[config.mk]
export PLATFORM = sky130hd
export DESIGN_NAME = window_ctrl_flat
export DESIGN_NICKNAME = d
export VERILOG_FILES = /design/src/rtl/window_ctrl_if.sv /design/src/rtl/window_ctrl.sv /design/src/flat_wrapper.sv
export SDC_FILE = /design/constraint.sdc
export NUM_CORES = 1
export LEC_CHECK = 0
export ABC_CLOCK_PERIOD_IN_PS = 4600
export CELL_PAD_IN_SITES_DETAIL_PLACEMENT = 1
export CELL_PAD_IN_SITES_GLOBAL_PLACEMENT = 1
export CORE_ASPECT_RATIO = 0.9
export CORE_MARGIN = 2
export CORE_UTILIZATION = 41
export CTS_CLUSTER_DIAMETER = 150
export DETAILED_ROUTE_END_ITERATION = 8
export PLACE_DENSITY = 0.9
export SYNTH_ARGS = -nofsm -noshare
export SYNTH_HDL_FRONTEND = slang
export SYNTH_SLANG_ARGS = --single-unit
[constraint.sdc]
create_clock -name clk -period 4.6 [get_ports clk]
set_clock_uncertainty 0.1 [all_clocks]
set_input_delay 0.46 -clock clk [delete_from_list [all_inputs] [get_ports clk]]
set_output_delay 0.46 -clock clk [all_outputs]
set_load 0.05 [all_outputs]
[src/rtl/window_ctrl_if.sv]
// window_ctrl_if: handshake bundle between a pixel source / window sink and
// the window controller. The master side is the surrounding pipeline, the
// slave side is window_ctrl itself.
interface window_ctrl_if #(
   parameter int IMG_W = 10,
   parameter int IMG_H = 10
);
   logic                     start;
   logic                     in_valid;
   logic                     in_ready;
   logic                     shift_en;
   logic                     win_valid;
   logic                     win_ready;
   logic [$clog2(IMG_H)-1:0] win_row;
   logic [$clog2(IMG_W)-1:0] win_col;
   logic                     busy;
   logic                     frame_done;

   modport master (
      output start, in_valid, win_ready,
      input  in_ready, shift_en, win_valid, win_row, win_col, busy, frame_done
   );

   modport slave (
      input  start, in_valid, win_ready,
      output in_ready, shift_en, win_valid, win_row, win_col, busy, frame_done
   );
endinterface

[src/rtl/window_ctrl.sv]
// window_ctrl: sliding KxK window controller for a raster pixel stream.
// Tracks the row/column of each accepted pixel, advances the window datapath
// via shift_en and flags a complete window one cycle after the pixel that
// completes it. Window handshake is valid/ready with back-pressure onto the
// pixel input.
// Optional build macro: WINDOW_CTRL_STRIDE2_EN presents only windows whose
// top-left row and column are both even (pixels are still all consumed).
module window_ctrl #(
   parameter int IMG_W = 10,
   parameter int IMG_H = 10,
   parameter int K     = 3
) (
   input  logic          clk,
   input  logic          rst,
   window_ctrl_if.slave  bus
);
   localparam int RW = $clog2(IMG_H);
   localparam int CW = $clog2(IMG_W);

   localparam logic [RW-1:0] ROW_WIN0 = RW'(K - 1);
   localparam logic [RW-1:0] ROW_LAST = RW'(IMG_H - 1);
   localparam logic [CW-1:0] COL_WIN0 = CW'(K - 1);
   localparam logic [CW-1:0] COL_LAST = CW'(IMG_W - 1);

   typedef enum logic [1:0] {IDLE, FILL, RUN, FLUSH} state_t;

   state_t        state_q, state_d;
   logic [RW-1:0] row_q;
   logic [CW-1:0] col_q;
   logic          win_valid_q;
   logic [RW-1:0] win_row_q;
   logic [CW-1:0] win_col_q;

   logic          in_ready;
   logic          accept;
   logic          consume;
   logic          at_last;
   logic          at_first_win;
   logic          stride_ok;
   logic          win_gen;
   logic          done_cond;
   logic [RW-1:0] cand_row;
   logic [CW-1:0] cand_col;

   // The input stalls whenever a presented window is not being taken, so a
   // window is never overwritten before the sink sees it. Reset forces the
   // handshake closed even if the state register still holds a busy state.
   assign in_ready     = !rst && (state_q == FILL || state_q == RUN) &&
                         (!win_valid_q || bus.win_ready);
   assign accept       = in_ready && bus.in_valid;
   assign consume      = win_valid_q && bus.win_ready;
   assign at_last      = (row_q == ROW_LAST) && (col_q == COL_LAST);
   assign at_first_win = (row_q == ROW_WIN0) && (col_q == COL_WIN0);
   assign cand_row     = row_q - ROW_WIN0;
   assign cand_col     = col_q - COL_WIN0;

`ifdef WINDOW_CTRL_STRIDE2_EN
   assign stride_ok = !cand_row[0] && !cand_col[0];
`else
   assign stride_ok = 1'b1;
`endif

   assign win_gen = accept && (row_q >= ROW_WIN0) && (col_q >= COL_WIN0) && stride_ok;

   // Next-state logic; frame end is the cycle FLUSH sees no pending window left.
   always_comb begin
      // NOTE: every output of a combinational block gets a default first so no
      // path leaves it unassigned, which would otherwise infer a latch.
      state_d   = state_q;
      done_cond = 1'b0;
      unique case (state_q)
         IDLE:  if (bus.start) state_d = FILL;
         FILL: begin
            if (accept && at_last)           state_d = FLUSH;
            else if (accept && at_first_win) state_d = RUN;
         end
         RUN:   if (accept && at_last) state_d = FLUSH;
         FLUSH: begin
            if (!win_valid_q || bus.win_ready) begin
               state_d   = IDLE;
               done_cond = 1'b1;
            end
         end
         default: state_d = IDLE;
      endcase
   end

   // State register.
   always_ff @(posedge clk) begin
      // NOTE: reset is sampled on the clock edge like any other input; it
      // needs no sensitivity-list entry and must be held across an edge.
      if (rst) state_q <= IDLE;
      // NOTE: registers take non-blocking assignments so every flop samples
      // pre-edge values regardless of block ordering.
      else     state_q <= state_d;
   end

   // Raster position of the next pixel to be accepted.
   always_ff @(posedge clk) begin
      if (rst) begin
         row_q <= '0;
         col_q <= '0;
      end else if (state_q == IDLE && bus.start) begin
         row_q <= '0;
         col_q <= '0;
      end else if (accept) begin
         if (at_last) begin
            row_q <= '0;
            col_q <= '0;
         end else if (col_q == COL_LAST) begin
            col_q <= '0;
            row_q <= row_q + RW'(1);
         end else begin
            col_q <= col_q + CW'(1);
         end
      end
   end

   // Presented window: a new window replaces a consumed one with no bubble.
   always_ff @(posedge clk) begin
      if (rst) begin
         win_valid_q <= 1'b0;
         win_row_q   <= '0;
         win_col_q   <= '0;
      end else if (win_gen) begin
         win_valid_q <= 1'b1;
         win_row_q   <= cand_row;
         win_col_q   <= cand_col;
      end else if (consume) begin
         win_valid_q <= 1'b0;
      end
   end

   assign bus.in_ready   = in_ready;
   assign bus.shift_en   = accept;
   assign bus.win_valid  = win_valid_q;
   assign bus.win_row    = win_row_q;
   assign bus.win_col    = win_col_q;
   assign bus.busy       = !rst && (state_q != IDLE);
   assign bus.frame_done = !rst && done_cond;
endmodule

[src/flat_wrapper.sv]
// flat-port wrapper written by rule: the top's interface ports become plain ports
module window_ctrl_flat 
#(
   parameter int IMG_W = 10,
   parameter int IMG_H = 10,
   parameter int K     = 3
)
  (clk, rst, bus_start, bus_in_valid, bus_win_ready, bus_in_ready, bus_shift_en, bus_win_valid, bus_win_row, bus_win_col, bus_busy, bus_frame_done);
  window_ctrl_if #(.IMG_W(IMG_W), .IMG_H(IMG_H)) bus_i ();
  input  logic clk;
  input  logic rst;
  input wire logic [$bits(bus_i.start)-1:0] bus_start;
  input wire logic [$bits(bus_i.in_valid)-1:0] bus_in_valid;
  input wire logic [$bits(bus_i.win_ready)-1:0] bus_win_ready;
  output wire logic [$bits(bus_i.in_ready)-1:0] bus_in_ready;
  output wire logic [$bits(bus_i.shift_en)-1:0] bus_shift_en;
  output wire logic [$bits(bus_i.win_valid)-1:0] bus_win_valid;
  output wire logic [$bits(bus_i.win_row)-1:0] bus_win_row;
  output wire logic [$bits(bus_i.win_col)-1:0] bus_win_col;
  output wire logic [$bits(bus_i.busy)-1:0] bus_busy;
  output wire logic [$bits(bus_i.frame_done)-1:0] bus_frame_done;
  assign bus_i.start = bus_start;
  assign bus_i.in_valid = bus_in_valid;
  assign bus_i.win_ready = bus_win_ready;
  assign bus_in_ready = bus_i.in_ready;
  assign bus_shift_en = bus_i.shift_en;
  assign bus_win_valid = bus_i.win_valid;
  assign bus_win_row = bus_i.win_row;
  assign bus_win_col = bus_i.win_col;
  assign bus_busy = bus_i.busy;
  assign bus_frame_done = bus_i.frame_done;
  window_ctrl #(.IMG_W(IMG_W), .IMG_H(IMG_H), .K(K)) u_core (.clk(clk), .rst(rst), .bus(bus_i));
endmodule
==> flow_metrics.env, run 1 <==
export IMPL_synth_flop_cell="sky130_fd_sc_hd__dfxtp_1"
export IMPL_cp_start_kind="input port"
export IMPL_post_dp_hpwl_um=1980
export IMPL_via_count_of_the_first_global_routing_pass=926
export IMPL_largest_cells_by_area_after_synthesis="sky130_fd_sc_hd__dfxtp_1 (35%), sky130_fd_sc_hd__ha_1 (13%), sky130_fd_sc_hd__nor2_1 (6.6%), sky130_fd_sc_hd__inv_1 (3.8%), sky130_fd_sc_hd__a21oi_1 (3.7%)"
export IMPL_required_ns=4.04
export IMPL_antenna_found_initial=0
export IMPL_clk_latency_ns=0.29
export IMPL_place_ws_ns=1.44
export IMPL_netlist_area_um2=1080
export IMPL_fillerInstances=303
export IMPL_clock_path_buffers=2
export IMPL_vias_per_cell=5.37
export IMPL_yosysWarnings=0
export IMPL_grtUsageMet1=0.234
export IMPL_fp_dieArea_um2=3060
export IMPL_htreeDepth=1
export IMPL_post_cts_hold_buffer_count=0
export IMPL_grt_setup_unrepaired="no"
export IMPL_drt_iter0_drc=15
export IMPL_grt_pass1_wl_um=4130
export IMPL_power_density_cells_nw_per_um2=343
export IMPL_overflow=0
export IMPL_cts_resized_gates=0
export IMPL_placement_rows=17
export IMPL_worst_setup_path_end_kind="primary output"
export IMPL_antenna_cells=0
export IMPL_timing_final_max_slew_violations=0
export IMPL_antenna_left=0
export IMPL_postSynthAreaPerCell_um2=8.50
export IMPL_synth_seq_area_share=0.352
export IMPL_cts_repair_timing_setup_buffer_count=0
export IMPL_max_slew_margin=0.597
export IMPL_grt_max_degree=15
export IMPL_wl_per_cell_um=14.3
export IMPL_areaGrowthSynthToFinish_pct=19.6
export IMPL_post_route_worst_setup_slack_ns=1.44
export IMPL_final_setup_tns_ns=0
export IMPL_hold_path_class="flip-flop to flip-flop"
export IMPL_use_met2=0.307
export IMPL_hold_vio_cnt_final=0
export IMPL_achievable_frequency_ghz=0.317
export IMPL_placement_io_buffers=17
export IMPL_multi_input_comb_area_um2=638
export IMPL_net_count_synth=143
export IMPL_chipWidth_um=58.1
export IMPL_post_synth_inst_count=127
export IMPL_vdd_ir_drop_worst_uv=324
export IMPL_cp_data_arrival_time_ns=2.60
export IMPL_ioPinCount=18
export IMPL_clock_sink_count=19
export IMPL_finalCriticalPeriod_ns=3.16
export IMPL_route_vias_total=923
export IMPL_die_height_um=52.7
export IMPL_max_cap_viol_count=0
export IMPL_yosys_area_top_type="sky130_fd_sc_hd__dfxtp_1"
export IMPL_post_synth_num_cell_types=33
export IMPL_p_leak_uw=0.000474
export IMPL_fin_nets=161
export IMPL_routed_wirelength_um=2460
export IMPL_top_usage_layer="met2"
export IMPL_cts_made_buffers=3
export IMPL_final_count_of_negative_setup_slack_endpoints=0
export IMPL_synth_edf_count=0
export IMPL_core_um2=2470
export IMPL_detailedRoute_firstPassIterationCount=4
export IMPL_floorplan_initialDensity=0.438
export IMPL_placed_cells_incl_taps=168
export IMPL_path_clk_slew_ns=0.10
export IMPL_critPathMaxFanout=14
export IMPL_final_instance_count_excl_fill=172
export IMPL_tightestPinTransition_ns=0.599
export IMPL_final_min_period_over_clock_period=0.686
export IMPL_status="completed"
export IMPL_synth_largest_type_area_fraction=0.352
export IMPL_ys_async_sr_fraction=0
export IMPL_globalplace_congestion=0.860
export IMPL_met3_usage=0.0519
export IMPL_grt_util_all_layers=0.184
export IMPL_clockRootBuffer="sky130_fd_sc_hd__clkbuf_4"
export IMPL_path_class="input port to primary output"
export IMPL_most_common_layout_cells="sky130_fd_sc_hd__nor2_1 (19), sky130_fd_sc_hd__dfxtp_1 (19), sky130_fd_sc_hd__clkdlybuf4s50_1 (17)"
export IMPL_ys_seq_elements=19
export IMPL_drt_drc_violations_left=0
export IMPL_layout_area_seq_um2=380
export IMPL_drive_gt1_frac=0.0486
export IMPL_tritoncts="built"
==> synth_stat cells (2+ instances only) <==
library cell	n
sky130_fd_sc_hd__o21ai_0	5
sky130_fd_sc_hd__nor2b_1	2
sky130_fd_sc_hd__inv_1	11
sky130_fd_sc_hd__nor4_1	2
sky130_fd_sc_hd__nand2_1	10
sky130_fd_sc_hd__a211oi_1	5
sky130_fd_sc_hd__nor2_1	19
sky130_fd_sc_hd__mux2i_1	4
sky130_fd_sc_hd__or3_1	3
sky130_fd_sc_hd__ha_1	11
sky130_fd_sc_hd__xnor2_1	3
sky130_fd_sc_hd__nor3_1	2
sky130_fd_sc_hd__dfxtp_1	19
sky130_fd_sc_hd__clkbuf_1	2
sky130_fd_sc_hd__and3_1	2
sky130_fd_sc_hd__nand4_1	2
sky130_fd_sc_hd__nor3_4	2
sky130_fd_sc_hd__a21oi_1	8
==> per-stage QoR <==
step,cell area [um^2],hold WS [ns],total power [uW],util
floorplan,1080,0.393,312,-
global placement,1260,0.390,358,0.513
detailed placement,1260,0.392,361,0.513
CTS,1290,0.417,446,0.523
global route,1290,0.459,476,0.523
finish,1290,0.412,442,0.523
==> power breakdown <==
| group | internal (uW) | switching, uW |
|---|---|---|
| clock | 33.7 | 50.1 |
| combinational | 61.6 | 111 |
| sequential | 174 | 11.9 |
==> path summary, 6_finish.rpt <==
| kind | endpoint | slack (ns) | startpoint | cells past startpoint |
|---|---|---|---|---|
| worst max register to register | u_core.bus.win_col[3] | 2.30 | u_core.state_q[1] | 6 |
| worst min register to register | u_core.bus.win_row[0] | 0.41 | u_core.bus.win_row[0] | 2 |
| worst min-delay path | u_core.bus.win_row[0] | 0.41 | u_core.bus.win_row[0] | 2 |
| worst max-delay path | bus_shift_en | 1.44 | rst | 5 |
==> registers in the layout, indices dropped and copies added, names as in the netlist <==
| signal | cells |
|---|---|
| u_core.bus.win_col | 4 |
| u_core.state_q | 2 |
| u_core.bus.win_row | 4 |
| u_core.bus.win_valid | 1 |
| u_core.row_q | 4 |
| u_core.col_q | 4 |
==> critical path, stage by stage <==
cell and delay, ns:
sky130_fd_sc_hd__clkdlybuf4s50_1 0.65, sky130_fd_sc_hd__inv_1 0.25, sky130_fd_sc_hd__nand4_1 0.30, sky130_fd_sc_hd__inv_1 0.13, sky130_fd_sc_hd__clkdlybuf4s50_1 0.81
==> area by class of cell <==
| type | instances | area share |
|---|---|---|
| flip-flops and latches | 19 | 0.295 |
| repair buffers | 17 | 0.132 |
| inverters | 11 | 0.0320 |
| well taps | 28 | 0.0271 |
| clock buffers | 4 | 0.0203 |
| multi-input cells | 93 | 0.494 |
==> logic make-up after synthesis <==
kind of cell             after synthesis  share of synthesized area
AO/OA/AOI/OAI                         23                      0.133
XOR/XNOR                               4                     0.0325
adder cells (fa/ha/maj)               11                      0.127
buffers and inverters                 15                     0.0568
flip-flops                            19                      0.352
multiplexers                           4                     0.0371
AND/OR/NAND/NOR                       51                      0.261
==> layer usage <==
layer | wire length (um) | up-vias
met5 | 0 | -
met4 | 17 | 0
met3 | 72 | 2
met2 | 1110 | 13
met1 | 1260 | 439
li1 | - | 469
No activity file was read; power rests on OpenSTA's default activity.
==> run 2: changes to the inputs <==
--- a/config.mk
+++ b/config.mk
@@ -5,15 +5,15 @@
 export SDC_FILE = /design/constraint.sdc
 export NUM_CORES = 1
 export LEC_CHECK = 0
-export ABC_CLOCK_PERIOD_IN_PS = 4600
+export ABC_CLOCK_PERIOD_IN_PS = 2800
 export CELL_PAD_IN_SITES_DETAIL_PLACEMENT = 1
 export CELL_PAD_IN_SITES_GLOBAL_PLACEMENT = 1
 export CORE_ASPECT_RATIO = 0.9
 export CORE_MARGIN = 2
-export CORE_UTILIZATION = 41
+export CORE_UTILIZATION = 35
 export CTS_CLUSTER_DIAMETER = 150
 export DETAILED_ROUTE_END_ITERATION = 8
-export PLACE_DENSITY = 0.9
+export PLACE_DENSITY = 0.82
 export SYNTH_ARGS = -nofsm -noshare
 export SYNTH_HDL_FRONTEND = slang
 export SYNTH_SLANG_ARGS = --single-unit
==> constraint.sdc (replaced) <==
create_clock -name clk -period 2.8 [get_ports clk]
set_clock_uncertainty 0.1 [all_clocks]
set_input_delay 0.28 -clock clk [delete_from_list [all_inputs] [get_ports clk]]
set_output_delay 0.28 -clock clk [all_outputs]
set_load 0.05 [all_outputs]
==> run 2 against run 1 <==
Against the previous run: worst setup slack got worse by 1.0 ns; sequential share of layout area decreased by 0.70 points; largest cell class unchanged; utilization shrank 8.2 points; non-clock buffer count is 1 higher; final cell count grew 8.7%; critical path depth decreased by 1; hold slack worse by 0.0053 ns; sequential power grew 64%; register-to-register slack worse by 1.8 ns.
==> flow_metrics.env, run 2 (same netlist as run 1, synthesis figures left out) <==
export IMPL_achievable_frequency_ghz=0.421
export IMPL_power_density_cells_nw_per_um2=561
export IMPL_final_design_area_no_fill_um2=1320
export IMPL_min_from="u_core.bus.win_row[2]"
export IMPL_via_count_of_the_first_global_routing_pass=977
export IMPL_hold_path_class="flip-flop to flip-flop"
export IMPL_routed_wirelength_um=2480
export IMPL_worst_r2r_setup_slack_ns=0.51
export IMPL_path_clk_slew_ns=0.12
export IMPL_areaGrowthSynthToFinish_pct=22.5
export IMPL_worst_setup_path_end_kind="primary output"
export IMPL_fin_nets=162
export IMPL_critPathMaxFanout=6
export IMPL_final_hold_worst_slack_ns=0.407
export IMPL_globalplace_congestion=0.766
export IMPL_placed_cells_incl_taps=183
export IMPL_worstPathCellList="inv_1 -> ha_1 -> nor2_1 -> clkdlybuf4s50_1"
export IMPL_timing_final_max_slew_violations=0
export IMPL_tritoncts="built"
export IMPL_final_setup_tns_ns=0
export IMPL_ff2ff_path_depth=6
export IMPL_clk_latency_ns=0.30
export IMPL_core_um2=3000
export IMPL_antenna_left=0
export IMPL_reg2reg_launch_point="u_core.state_q[1]"
export IMPL_place_ws_ns=0.400
export IMPL_cp_start_kind="flip-flop"
export IMPL_cts_resized_gates=0
export IMPL_clock_sink_count=19
export IMPL_final_count_of_negative_setup_slack_endpoints=0
export IMPL_chipWidth_um=62.6
export IMPL_most_common_layout_cells="sky130_fd_sc_hd__nor2_1 (19), sky130_fd_sc_hd__dfxtp_1 (19), sky130_fd_sc_hd__clkdlybuf4s50_1 (14)"
export IMPL_fp_dieArea_um2=3550
export IMPL_drt_iter0_drc=44
export IMPL_vias_per_cell=4.90
export IMPL_placement_io_buffers=17
export IMPL_final_instance_count_excl_fill=187
export IMPL_dpl_instance_area_um2=1290
export IMPL_grt_util_all_layers=0.155
export IMPL_die_height_um=56.7
export IMPL_vdd_ir_drop_worst_uv=234
export IMPL_slowest_delay_ns=0.81
export IMPL_drt_drc_violations_left=0
export IMPL_post_cts_hold_buffer_count=0
export IMPL_wl_per_cell_um=13.2
export IMPL_required_ns=2.42
export IMPL_antenna_cells=0
export IMPL_ioPinCount=18
export IMPL_route_vias_total=917
export IMPL_max_cap_viol_count=0
export IMPL_cp_data_arrival_time_ns=2.00
export IMPL_fillerInstances=375
export IMPL_post_route_worst_setup_slack_ns=0.423
export IMPL_tightestPinTransition_ns=0.659
export IMPL_clockRootBuffer="sky130_fd_sc_hd__clkbuf_4"
export IMPL_overflow=0
export IMPL_status="completed"
export IMPL_detailedRoute_firstPassIterationCount=4
export IMPL_crit_reg2reg_capture="u_core.bus.win_col[0]"
export IMPL_path_class="flip-flop to primary output"
export IMPL_final_min_period_over_clock_period=0.849
export IMPL_grt_pass1_wl_um=4430
export IMPL_post_dp_hpwl_um=1960
export IMPL_antenna_found_initial=0
export IMPL_floorplan_initialDensity=0.360
export IMPL_cts_repair_timing_setup_buffer_count=0
export IMPL_drive_gt1_frac=0.0828
export IMPL_clock_path_buffers=2
export IMPL_finalCriticalPeriod_ns=2.38
export IMPL_startpoint="u_core.state_q[1]"
export IMPL_htreeDepth=1
export IMPL_cts_made_buffers=3
export IMPL_hold_vio_cnt_final=0
export IMPL_max_slew_margin=0.556
export IMPL_critical_path_endpoint="bus_busy"
export IMPL_p_leak_uw=0.000490
export IMPL_placement_rows=19
export IMPL_crit_path_top_delay_cell="sky130_fd_sc_hd__clkdlybuf4s50_1"
export IMPL_grt_setup_unrepaired="no"
export IMPL_grt_max_degree=14
-- run 2: critical path: cells and delay by family, from the launching register on --
family | cells | cell delay (ns)
adder cells (fa/ha/maj) | 1 | 0.23
AND/OR/NAND/NOR | 1 | 0.11
flip-flops | 1 | 0.44
buffers and inverters | 2 | 0.91
-- run 2: report_power, final --
part / internal (uW) / switching [uW]
registers: 286 / 19.2
logic: 105 / 188
clock network: 53.3 / 90.9
total: 444 / 298
-- run 2: worst min path at each step --
stage / endpoint / slack [ns] / depth (start not counted)
3_5_place_dp: u_core.bus.win_row[0] / 0.39 / 2
4_1_cts: u_core.bus.win_row[2] / 0.41 / 2
2_1_floorplan: u_core.state_q[0] / 0.35 / 2
5_1_grt: u_core.bus.win_col[2] / 0.44 / 2
3_3_place_gp: u_core.bus.win_col[0] / 0.37 / 2
6_report: u_core.bus.win_row[2] / 0.41 / 2
-- run 2: cell type report --
cell class                      instances  area [um^2]  area share
Clock inverter                          1         5.00     0.00378
Multi-Input combinational cell         93          638       0.482
Tap cell                               42         52.6      0.0397
Clock buffer                            3         22.5      0.0170
Timing Repair Buffer                   18          183       0.138
Inverter                               11         41.3      0.0312
Sequential cell                        19          380       0.288
-- run 2: routing by layer --
layer	GRT usage	up-vias	share of wire
met5	0	-	0
met4	0.0476	0	0
met3	0.0180	0	0.021
met2	0.278	14	0.50
met1	0.194	428	0.48
li1	-	475	-
-- run 2: metrics by stage --
stage	util	power, uW
after floorplan	-	513
after global placement	0.432	593
after detailed placement	0.432	600
after CTS	0.442	747
after global routing	0.442	793
final	0.442	742
